### src/rtl/riscv_pkg.sv
// rtl/riscv_pkg.sv - shared load/store size codes and LSU state type
package riscv_pkg;

  localparam logic [2:0] LDST_B  = 3'b000;
  localparam logic [2:0] LDST_H  = 3'b001;
  localparam logic [2:0] LDST_W  = 3'b010;
  localparam logic [2:0] LDST_BU = 3'b100;
  localparam logic [2:0] LDST_HU = 3'b101;

  typedef enum logic [1:0] {
    IDLE = 2'd0,
    BUSY = 2'd1,
    RESP = 2'd2
  } lsu_state_t;

endpackage

### src/rtl/riscv_lsu_fmt.sv
// rtl/riscv_lsu_fmt.sv - byte enables, write lanes, load extract/extend and legality check
module riscv_lsu_fmt
  import riscv_pkg::*;
(
  input  logic [2:0]  size,
  input  logic [1:0]  addr_lo,
  input  logic [31:0] wd,
  input  logic [31:0] rd_word,
  output logic [3:0]  be,
  output logic [31:0] wd_lanes,
  output logic [31:0] rd_fmt,
  output logic        illegal
);

  logic [7:0]  rbyte;
  logic [15:0] rhalf;

  assign rbyte = 8'(rd_word >> {addr_lo, 3'b000});
  assign rhalf = addr_lo[1] ? rd_word[31:16] : rd_word[15:0];

  always_comb begin
    be       = 4'b0000;
    wd_lanes = wd;
    rd_fmt   = 32'd0;
    illegal  = 1'b0;
    case (size)
      LDST_B, LDST_BU: begin
        be       = 4'b0001 << addr_lo;
        wd_lanes = {4{wd[7:0]}};
        rd_fmt   = (size == LDST_B) ? {{24{rbyte[7]}}, rbyte} : {24'd0, rbyte};
      end
      LDST_H, LDST_HU: begin
        be       = 4'b0011 << {addr_lo[1], 1'b0};
        wd_lanes = {2{wd[15:0]}};
        rd_fmt   = (size == LDST_H) ? {{16{rhalf[15]}}, rhalf} : {16'd0, rhalf};
        illegal  = addr_lo[0];
      end
      LDST_W: begin
        be       = 4'b1111;
        rd_fmt   = rd_word;
        illegal  = (addr_lo != 2'b00);
      end
      default: illegal = 1'b1;
    endcase
  end

endmodule

### src/rtl/riscv_lsu.sv
// rtl/riscv_lsu.sv - load/store unit: request FSM, operand latches and memory timeout
module riscv_lsu
  import riscv_pkg::*;
#(
  parameter int TIMEOUT_CYCLES = 16
) (
  input  logic        clk_i,
  input  logic        rst_ni,
  input  logic        core_req_i,
  input  logic        core_we_i,
  input  logic [2:0]  core_size_i,
  input  logic [31:0] core_addr_i,
  input  logic [31:0] core_wd_i,
  output logic [31:0] core_rd_o,
  output logic        core_stall_o,
  output logic        core_fault_o,
  output logic        mem_req_o,
  output logic        mem_we_o,
  output logic [3:0]  mem_be_o,
  output logic [31:0] mem_addr_o,
  output logic [31:0] mem_wd_o,
  input  logic [31:0] mem_rd_i,
  input  logic        mem_ready_i
);

  localparam int CW = (TIMEOUT_CYCLES > 0) ? $clog2(TIMEOUT_CYCLES + 1) : 1;

  lsu_state_t    state_q, state_d;
  logic [CW-1:0] cnt_q;
  logic [31:0]   addr_q, wd_q, rd_q;
  logic [2:0]    size_q;
  logic          we_q, fault_q;

  logic [2:0]    sel_size;
  logic [1:0]    sel_addr_lo;
  logic [31:0]   sel_wd;
  logic [3:0]    be;
  logic [31:0]   wd_lanes, rd_fmt;
  logic          illegal, timeout_hit, stall, mem_req;

  // Legality is judged on the live request in IDLE; afterwards only latched operands matter.
  assign sel_size    = (state_q == IDLE) ? core_size_i      : size_q;
  assign sel_addr_lo = (state_q == IDLE) ? core_addr_i[1:0] : addr_q[1:0];
  assign sel_wd      = (state_q == IDLE) ? core_wd_i        : wd_q;

  riscv_lsu_fmt u_fmt (
    .size     (sel_size),
    .addr_lo  (sel_addr_lo),
    .wd       (sel_wd),
    .rd_word  (mem_rd_i),
    .be       (be),
    .wd_lanes (wd_lanes),
    .rd_fmt   (rd_fmt),
    .illegal  (illegal)
  );

  assign timeout_hit = (TIMEOUT_CYCLES != 0) && (int'(cnt_q) == TIMEOUT_CYCLES - 1);

  always_ff @(posedge clk_i or negedge rst_ni) begin
    if (!rst_ni) state_q <= IDLE;
    else         state_q <= state_d;
  end

  always_comb begin
    state_d      = state_q;
    stall        = 1'b0;
    mem_req      = 1'b0;
    core_fault_o = 1'b0;
    core_rd_o    = 32'd0;
    case (state_q)
      IDLE: begin
        stall = core_req_i;
        if (core_req_i) state_d = illegal ? RESP : BUSY;
      end
      BUSY: begin
        stall   = 1'b1;
        mem_req = 1'b1;
        if (mem_ready_i || timeout_hit) state_d = RESP;
      end
      RESP: begin
        core_fault_o = fault_q;
        core_rd_o    = rd_q;
        state_d      = IDLE;
      end
      default: state_d = IDLE;
    endcase
  end

  // Stall is gated by reset so a held request cannot freeze the core during reset.
  assign core_stall_o = rst_ni & stall;
  assign mem_req_o    = mem_req;
  assign mem_we_o     = mem_req & we_q;
  assign mem_be_o     = mem_req ? be : 4'b0000;
  assign mem_addr_o   = mem_req ? {addr_q[31:2], 2'b00} : 32'd0;
  assign mem_wd_o     = mem_req ? wd_lanes : 32'd0;

  always_ff @(posedge clk_i or negedge rst_ni) begin
    if (!rst_ni) begin
      cnt_q   <= '0;
      addr_q  <= 32'd0;
      wd_q    <= 32'd0;
      rd_q    <= 32'd0;
      size_q  <= 3'd0;
      we_q    <= 1'b0;
      fault_q <= 1'b0;
    end else begin
      case (state_q)
        IDLE: begin
          if (core_req_i) begin
            addr_q  <= core_addr_i;
            wd_q    <= core_wd_i;
            size_q  <= core_size_i;
            we_q    <= core_we_i;
            fault_q <= illegal;
            rd_q    <= 32'd0;
            cnt_q   <= '0;
          end
        end
        BUSY: begin
          if (mem_ready_i) begin
            if (!we_q) rd_q <= rd_fmt;
          end else if (timeout_hit) begin
            fault_q <= 1'b1;
          end else begin
            cnt_q <= cnt_q + CW'(1);
          end
        end
        default: ;
      endcase
    end
  end

endmodule

### config.mk
export PLATFORM = sky130hd
export DESIGN_NAME = riscv_lsu
export DESIGN_NICKNAME = d
export VERILOG_FILES = /design/src/rtl/riscv_pkg.sv /design/src/rtl/riscv_lsu_fmt.sv /design/src/rtl/riscv_lsu.sv
export SDC_FILE = /design/constraint.sdc
export NUM_CORES = 1
export LEC_CHECK = 0
export CORE_UTILIZATION = 46
export DETAILED_ROUTE_END_ITERATION = 6
export PLACE_DENSITY = 0.81
export REMOVE_ABC_BUFFERS = 1
export SYNTH_ARGS = -nofsm -noshare
export SYNTH_HDL_FRONTEND = slang
export SYNTH_SLANG_ARGS = --single-unit
### constraint.sdc
create_clock -name clk_i -period 2.4 [get_ports clk_i]
set_clock_uncertainty 0.1 [all_clocks]
set_input_delay 0.24 -clock clk_i [delete_from_list [all_inputs] [get_ports clk_i]]
set_output_delay 0.24 -clock clk_i [all_outputs]
set_load 0.05 [all_outputs]
==> results of run 1 <==
-- cells in the final DEF (no fill, tap or decap), drive strengths merged, types with 4 or more instances in the layout --
cell	instances
a221oi	6
clkinv	4
nor2	14
buf	174
nor3	8
a222oi	5
o211ai	12
and2	75
o21ai	39
a21oi	27
clkbuf	9
o22ai	7
nand2	251
inv	15
mux2i	7
nand3	13
a22oi	12
a32oi	16
dfrtp	108
a211oi	8
clkdlybuf4s50	102
-- layer usage --
metal,up-vias,part of all wire (%),GRT usage [%]
met3,66,10,9.19
met2,376,48,50.2
met4,0,3.5,13.7
met1,3048,39,37.9
li1,2918,-,-
met5,-,0,0
-- critical path, cell delays in order (launching register included) --
cell and delay [ps]:
sky130_fd_sc_hd__dfrtp_2 490, sky130_fd_sc_hd__or4_4 570, sky130_fd_sc_hd__buf_6 150, sky130_fd_sc_hd__o31ai_4 80
sky130_fd_sc_hd__nand2_1 150, sky130_fd_sc_hd__a21oi_2 250, sky130_fd_sc_hd__buf_12 170
-- where the power goes --
part	leakage (nW)	switching (mW)	internal [mW]
clock network	0.150	0.712	0.818
logic	2.96	4.32	3.16
registers	1.38	0.640	2.56
total	4.49	5.68	6.54
-- sequential cells by signal (all words and copies together) (netlist names) --
signal,cells
rd_q,32
cnt_q,5
addr_q,32
we_q,1
fault_q,1
state_q,2
size_q,3
wd_q,32
-- cells by family (layout without fill, tap and decap cells) --
kind of cell | Yosys count | after routing
mux | 10 | 10
compound gates | 149 | 150
buf+inv | 64 | 306
simple gates | 382 | 382
xor+xnor | 1 | 1
fa+ha+maj | 2 | 2
flops | 108 | 108
other cells | 1 | 2
-- through the flow --
stage | setup WS [ps] | instance area (µm²) | instances
floorplan | -1620 | 5810 | 667
global placement | -46.7 | 9120 | 1097
detailed placement | -131 | 9120 | 1097
CTS | -90.9 | 9810 | 1128
global route | -195 | 9900 | 1133
finish | -154 | 9900 | 1133
-- path summary, 6_finish.rpt --
check	start	endpoint	depth (start not counted)	slack, ps
worst min register to register	addr_q[22]	addr_q[22]	2	370
max in group asynchronous	rst_ni	size_q[1]	3	1010
worst min-delay path	core_addr_i[21]	addr_q[21]	3	310
min in group asynchronous	rst_ni	rd_q[0]	3	410
worst max register to register	state_q[0]	rd_q[13]	6	30
worst max-delay path	state_q[0]	mem_wd_o[11]	6	-150
-- area by class of cell --
cell class | count | share of cell area (%)
multi-input combinational | 547 | 33.7
clock inverter | 7 | 0.758
inverter | 13 | 0.493
sequential | 108 | 27.3
clock buffer | 9 | 2.27
timing repair buffer | 277 | 33.2
tap | 172 | 2.17
-- what timing repair did --
action,CTS,global route
endpoints found under the setup margin,69,88
cloned,1,0
hold buffers,1,0
hold endpoints to repair,39,0
gates resized for setup,61,9
setup buffers,14,5
pin swaps,19,7
==> metrics.sh, run 1 <==
ANTENNA-DIODE-COUNT=0
TRITONCTS='done'
YS_ASYNC_SR_FRACTION_PCT=100
CHIPHEIGHT_UM=117
CLK_PIN_SLEW_WORST_PATHS_PS=70
MIN-DELAY-PATH-CLASS='primary input to register'
NUMBER_OF_ENABLE_TYPE_REGISTER_CELLS_IN_THE_SYNTHESIZED_NETLIST=0
CTS_MAX_LEVEL=3
ROOT_BUFFER_SELECTED_BY_CTS='sky130_fd_sc_hd__clkbuf_16'
MUX_CELL_AREA_SHARE_AFTER_SYNTHESIS_PCT=2.33
SEQUENTIAL_CELL_AREA_UM2=2710
DOMINANT_COMBINATIONAL_CELL_FAMILY_BY_AREA_AFTER_SYNTHESIS='simple AND/OR/NAND/NOR gates'
NETLIST_TOP_CELLS_COUNT='sky130_fd_sc_hd__nand2_1, sky130_fd_sc_hd__dfrtp_1, sky130_fd_sc_hd__and2_1'
WORST_CASE_HEADROOM_TO_THE_MAX_SLEW_LIMIT_PCT=40.9
RESULT_OF_THE_RUN='finished, violations left'
YS_SEQ_AREA_SHARE_PCT=44.6
TIMING.FINAL.WS_SETUP_PS=-154
DETAILED_PLACE_HPWL_UM=13900
INITIAL_UTILIZATION_PCT=47.6
DESIGN.CORE.AREA_UM2=12700
SETUP_VIOL=27
SYNTHFLOPTYPE='sky130_fd_sc_hd__dfrtp_1'
POWER_LEAKAGE_nW=4.49
SYNTH_SIMPLE_GATE_AREA_SHARE_PCT=29.5
SYNTH_TOP_CELL_BY_AREA='sky130_fd_sc_hd__dfrtp_1'
INITIALDRTVIOLATIONCOUNT=522
FINAL_NET_COUNT=1062
SYNTH.CELL_AREA_UM2=6060
FINALMAXSLEWVIOLATIONS=0
POWER.DENSITY_CELL_AREA_nW_PER_UM2=1230
VIAS_PER_CELL=5.66
WL_UM=21200
NUM_VIAS=6408
FMAX_MHz=392
DIE-AREA_UM2=13600
GLOBALPLACE.CONGESTION=0.890
START_KIND='register'
CTS_BUF_COUNT=9
POST_DETAILED_ROUTE_COUNT_OF_ANTENNA_VIOLATING_NETS=0
TOTAL_AREA_OF_MULTI_INPUT_COMBINATIONAL_CELLS_UM2=3340
FIN_SETUP_TNS_PS=-2570
NUMBER_OF_CLOCK_SINKS=108
GRT_SETUP_UNREPAIRED='true'
SYNTH_TOP_CELLS_BY_AREA='sky130_fd_sc_hd__dfrtp_1, sky130_fd_sc_hd__nand2_1, sky130_fd_sc_hd__and2_1, sky130_fd_sc_hd__a32oi_1, sky130_fd_sc_hd__a21oi_1'
TOTALPOWERFINAL_mW=12.2
CLKLATENCYLATEPIN_PS=350
GRT_ANTENNA_BEFORE_REPAIR=0
CP.ARRIVAL_PS=2210
GRT_PASS1_VIAS=6353
HOLD_VIO_CNT_FINAL=0
WIRE_PER_INST_UM=18.7
DRT_FIRST_PASS_ITERS=7
DIE-WIDTH_UM=117
SYNTHDOMINANTCELLAREASHARE_PCT=44.6
FRACTION_OF_THE_MAPPED_NETLIST_AREA_IN_COMPOUND_GATES_PCT=18.0
DRIVE_ABOVE_1_SHARE_PCT=28.0
SYNTH-XOR-AREA-SHARE_PCT=0.145
SYNTH_SEQ_CELLS=108
CRIT_TYPE='register to output port'
GRT_MAX_DEGREE=70
FINISH.UTILIZATION_PCT=77.9
FAILED_CHECKS='negative setup slack'
DRV_CAP=0
SYNTH_CELLS=717
FINALCRITPERIODSHARE_PCT=106
NUMBER_OF_SYNTHESIS_WARNINGS=0
GRT_PASS1_WL_UM=32000
AREA_DELTA_SYNTH_FINAL_PCT=63.5
FLOORPLAN.IO_PINS=208
GRT.TOTAL_USAGE_PCT=30.8
POST_SYNTH_FA_HA_MAJ_AREA_FRACTION_PCT=0.413
NUMBER_OF_INSERTED_FILLER_CELLS_IN_THE_FINAL_LAYOUT=803
PLACEMENTROWS=41
END_KIND='output port'
SYN_AVG_CELL_AREA_UM2=8.45
REMAINING_DRC_ERRORS=0
SYNTH.DISTINCT_CELLS=68
CRIT_FANOUT=8
HOLD_SLACK_PS=306
PERIOD_NEEDED_PS=2550
SYNTH.MOST_COMMON_CELL='sky130_fd_sc_hd__nand2_1'
CRITICAL_PATH_REQUIRED_PS=2060
POWER.IR.VDD_WORST_V=0.000721
TIMING_WORST_SLEW_PIN_VALUE_PS=887
CTS_MAX_PATH_BUFFERS=2
OVERFLOW=0
IO_BUFFER_COUNT=205
(Power assumes the default switching activity.)
==> run 2, diff against run 1 <==
--- a/config.mk
+++ b/config.mk
@@ -7,6 +7,7 @@
 export LEC_CHECK = 0
 export CORE_UTILIZATION = 46
 export DETAILED_ROUTE_END_ITERATION = 6
+export MAX_ROUTING_LAYER = met4
 export PLACE_DENSITY = 0.81
 export REMOVE_ABC_BUFFERS = 1
 export SYNTH_ARGS = -nofsm -noshare
==> run 2 against run 1 <==
Against the previous run:
- the flow still finishes with violations (negative setup slack)
- clock power barely moved
- fmax increased by 0.31%
- global-route usage increased by 1.0 points
- critical path type unchanged
- largest cell class unchanged
==> metrics.sh, run 2 (synthesis gave the netlist of run 1 again) <==
AREA_DELTA_SYNTH_FINAL_PCT=63.5  # unchanged
GRT_PASS1_WL_UM=31900  # -0.28%
WL_UM=21200  # +0.38%
POST_DETAILED_ROUTE_COUNT_OF_ANTENNA_VIOLATING_NETS=0  # unchanged
FINAL_COMMON_CELL='sky130_fd_sc_hd__nand2_1'
FINAL_NET_COUNT=1062  # unchanged
PLACEMENTROWS=41  # unchanged
CTS_MAX_PATH_BUFFERS=2  # unchanged
GRT_ANTENNA_BEFORE_REPAIR=0  # unchanged
GRT_SETUP_UNREPAIRED='true'
NUMBER_OF_CLOCK_SINKS=108  # unchanged
FINAL_CELL_COUNT_NO_FILL=1133  # unchanged
SETUP_VIOL=27  # unchanged
DRV_CAP=0  # unchanged
WORST_CASE_HEADROOM_TO_THE_MAX_SLEW_LIMIT_PCT=40.8  # -0.052 points
IO_BUFFER_COUNT=205  # unchanged
CLKLATENCYLATEPIN_PS=350  # about the same
POWER_LEAKAGE_nW=4.49  # unchanged
INITIALDRTVIOLATIONCOUNT=518  # -0.77%
TIMING.CRITICAL_PATH.SLOWEST_CELL_DELAY_PS=490  # -80 ps
CP_CELL_SEQUENCE='buf_4, o21ai_4, nand2_4, buf_6, a21oi_1, o21ai_1, a21oi_2, buf_12'
TIMING.FINAL.WS_SETUP_PS=-146  # +7.78 ps
NUM_VIAS=6456  # +0.75%
CLK_PIN_SLEW_WORST_PATHS_PS=70  # about the same
GRT_MAX_DEGREE=70  # unchanged
CP_SLOWEST_CELL='sky130_fd_sc_hd__dfrtp_2'
CP.ARRIVAL_PS=2210  # about the same
RESULT_OF_THE_RUN='finished, violations left'
DESIGN.CORE.AREA_UM2=12700  # unchanged
DETAILED_PLACE_HPWL_UM=13900  # unchanged
FLOORPLAN.IO_PINS=208  # unchanged
END_KIND='output port'
TRITONCTS='done'
GLOBALPLACE.CONGESTION=0.905  # +1.7%
POWER.IR.VDD_WORST_V=0.000720  # -0.15%
WIRE_PER_INST_UM=18.7  # +0.38%
CRITICAL_PATH_BUF_INV_COUNT=3  # +1
POWER.DENSITY_CELL_AREA_nW_PER_UM2=1240  # +0.19%
DRIVE_ABOVE_1_SHARE_PCT=28.0  # unchanged
DRT_FIRST_PASS_ITERS=6  # -1
HOLD_SLACK_PS=305  # -0.357 ps
TIMING_WORST_SLEW_PIN_VALUE_PS=888  # +0.786 ps
ROOT_BUFFER_SELECTED_BY_CTS='sky130_fd_sc_hd__clkbuf_16'
LARGESTREGISTERS='addr_q x32, rd_q x32, wd_q x32'
GRT_PASS1_VIAS=6385  # +0.50%
FIN_SETUP_TNS_PS=-2760  # -193 ps
REMAINING_DRC_ERRORS=0  # unchanged
INITIAL_UTILIZATION_PCT=47.6  # unchanged
NUMBER_OF_INSERTED_FILLER_CELLS_IN_THE_FINAL_LAYOUT=803  # unchanged
CTS_BUF_COUNT=9  # unchanged
MIN-DELAY-PATH-CLASS='primary input to register'
DIE-AREA_UM2=13600  # unchanged
CRIT_TYPE='register to output port'
CPLARGESTDELAYFAMILY='compound AO/OA/AOI/OAI gates'
ANTENNA-DIODE-COUNT=0  # unchanged
FMAX_MHz=393  # +0.31%
HOLD_VIO_CNT_FINAL=0  # unchanged
FAILED_CHECKS='negative setup slack'
START_KIND='register'
OVERFLOW=0  # unchanged
CHIPHEIGHT_UM=117  # unchanged
VIAS_PER_CELL=5.70  # +0.75%
GRT.TOTAL_USAGE_PCT=31.8  # +1.0 points
PLACED_CELLS_INCL_TAPS=1097  # unchanged
DIE-WIDTH_UM=117  # unchanged
FINALMAXSLEWVIOLATIONS=0  # unchanged
PERIOD_NEEDED_PS=2550  # -7.78 ps
FINALCRITPERIODSHARE_PCT=106  # -0.32 points
CTS_MAX_LEVEL=3  # unchanged
TOP_LIBRARY_CELLS_BY_USAGE_IN_THE_LAYOUT_FILL_AND_TAPS_ASIDE='sky130_fd_sc_hd__nand2_1, sky130_fd_sc_hd__dfrtp_1, sky130_fd_sc_hd__clkdlybuf4s50_1'
CRITICAL_PATH_REQUIRED_PS=2060  # about the same
CRIT_FANOUT=8  # unchanged
TOTALPOWERFINAL_mW=12.2  # +0.19%
-- run 2: through the flow --
step | utilization, % | setup slack (ps) | instance area [µm²]
after global routing | 77.9 | -195 | 9900
after global placement | 71.7 | -46.7 | 9120
final | 77.9 | -146 | 9900
after CTS | 77.1 | -90.9 | 9810
after detailed placement | 71.7 | -131 | 9120
after floorplan | - | -1620 | 5810
-- run 2: cell type report --
cell class,count,area [µm²],share of cell area (%)
Clock buffer,9,225,2.27
Clock inverter,7,75.1,0.758
Inverter,13,48.8,0.493
Multi-Input combinational cell,547,3340,33.7
Sequential cell,108,2710,27.3
Tap cell,172,215,2.17
Timing Repair Buffer,277,3290,33.2
-- run 2: final timing paths --
kind                                       from          end  slack [ps]  cells past startpoint
max in group asynchronous                rst_ni    size_q[1]        1000                      3
worst min register to register       addr_q[15]   addr_q[15]         370                      2
worst min-delay path            core_addr_i[21]   addr_q[21]         310                      3
worst max-delay path                 state_q[0]  mem_be_o[3]        -150                      8
worst max register to register       state_q[1]      rd_q[7]          30                      8
min in group asynchronous                rst_ni      rd_q[0]         410                      3
-- run 2: layer usage --
| layer | GRT usage, % | up-vias | routed length [µm] |
|---|---|---|---|
| met5 | - | - | 0 |
| met4 | 13.7 | 0 | 714 |
| met3 | 6.90 | 67 | 1980 |
| met2 | 50.4 | 427 | 10100 |
| met1 | 39.4 | 3046 | 8420 |
| li1 | - | 2916 | - |
-- run 2: report_power, final --
group,internal (mW),switching [mW]
combinational,3.16,4.34
sequential,2.56,0.643
clock,0.818,0.715
total,6.54,5.70
-- run 2: timing repair --
action / CTS / global route
gates cloned: 1 / 0
setup buffers: 14 / 5
pin swaps: 19 / 7
gates resized for setup: 61 / 9
hold buffers: 1 / 0
endpoints found under the setup margin: 69 / 89
hold endpoints to repair: 39 / 0
-- run 2: worst reg2reg max path: cells and delay by family (launching register included) --
kind	cells	cell delay [ps]
AO/OA/AOI/OAI	3	750
buffers and inverters	3	480
flip-flops	1	490
multiplexers	1	120
AND/OR/NAND/NOR	1	310
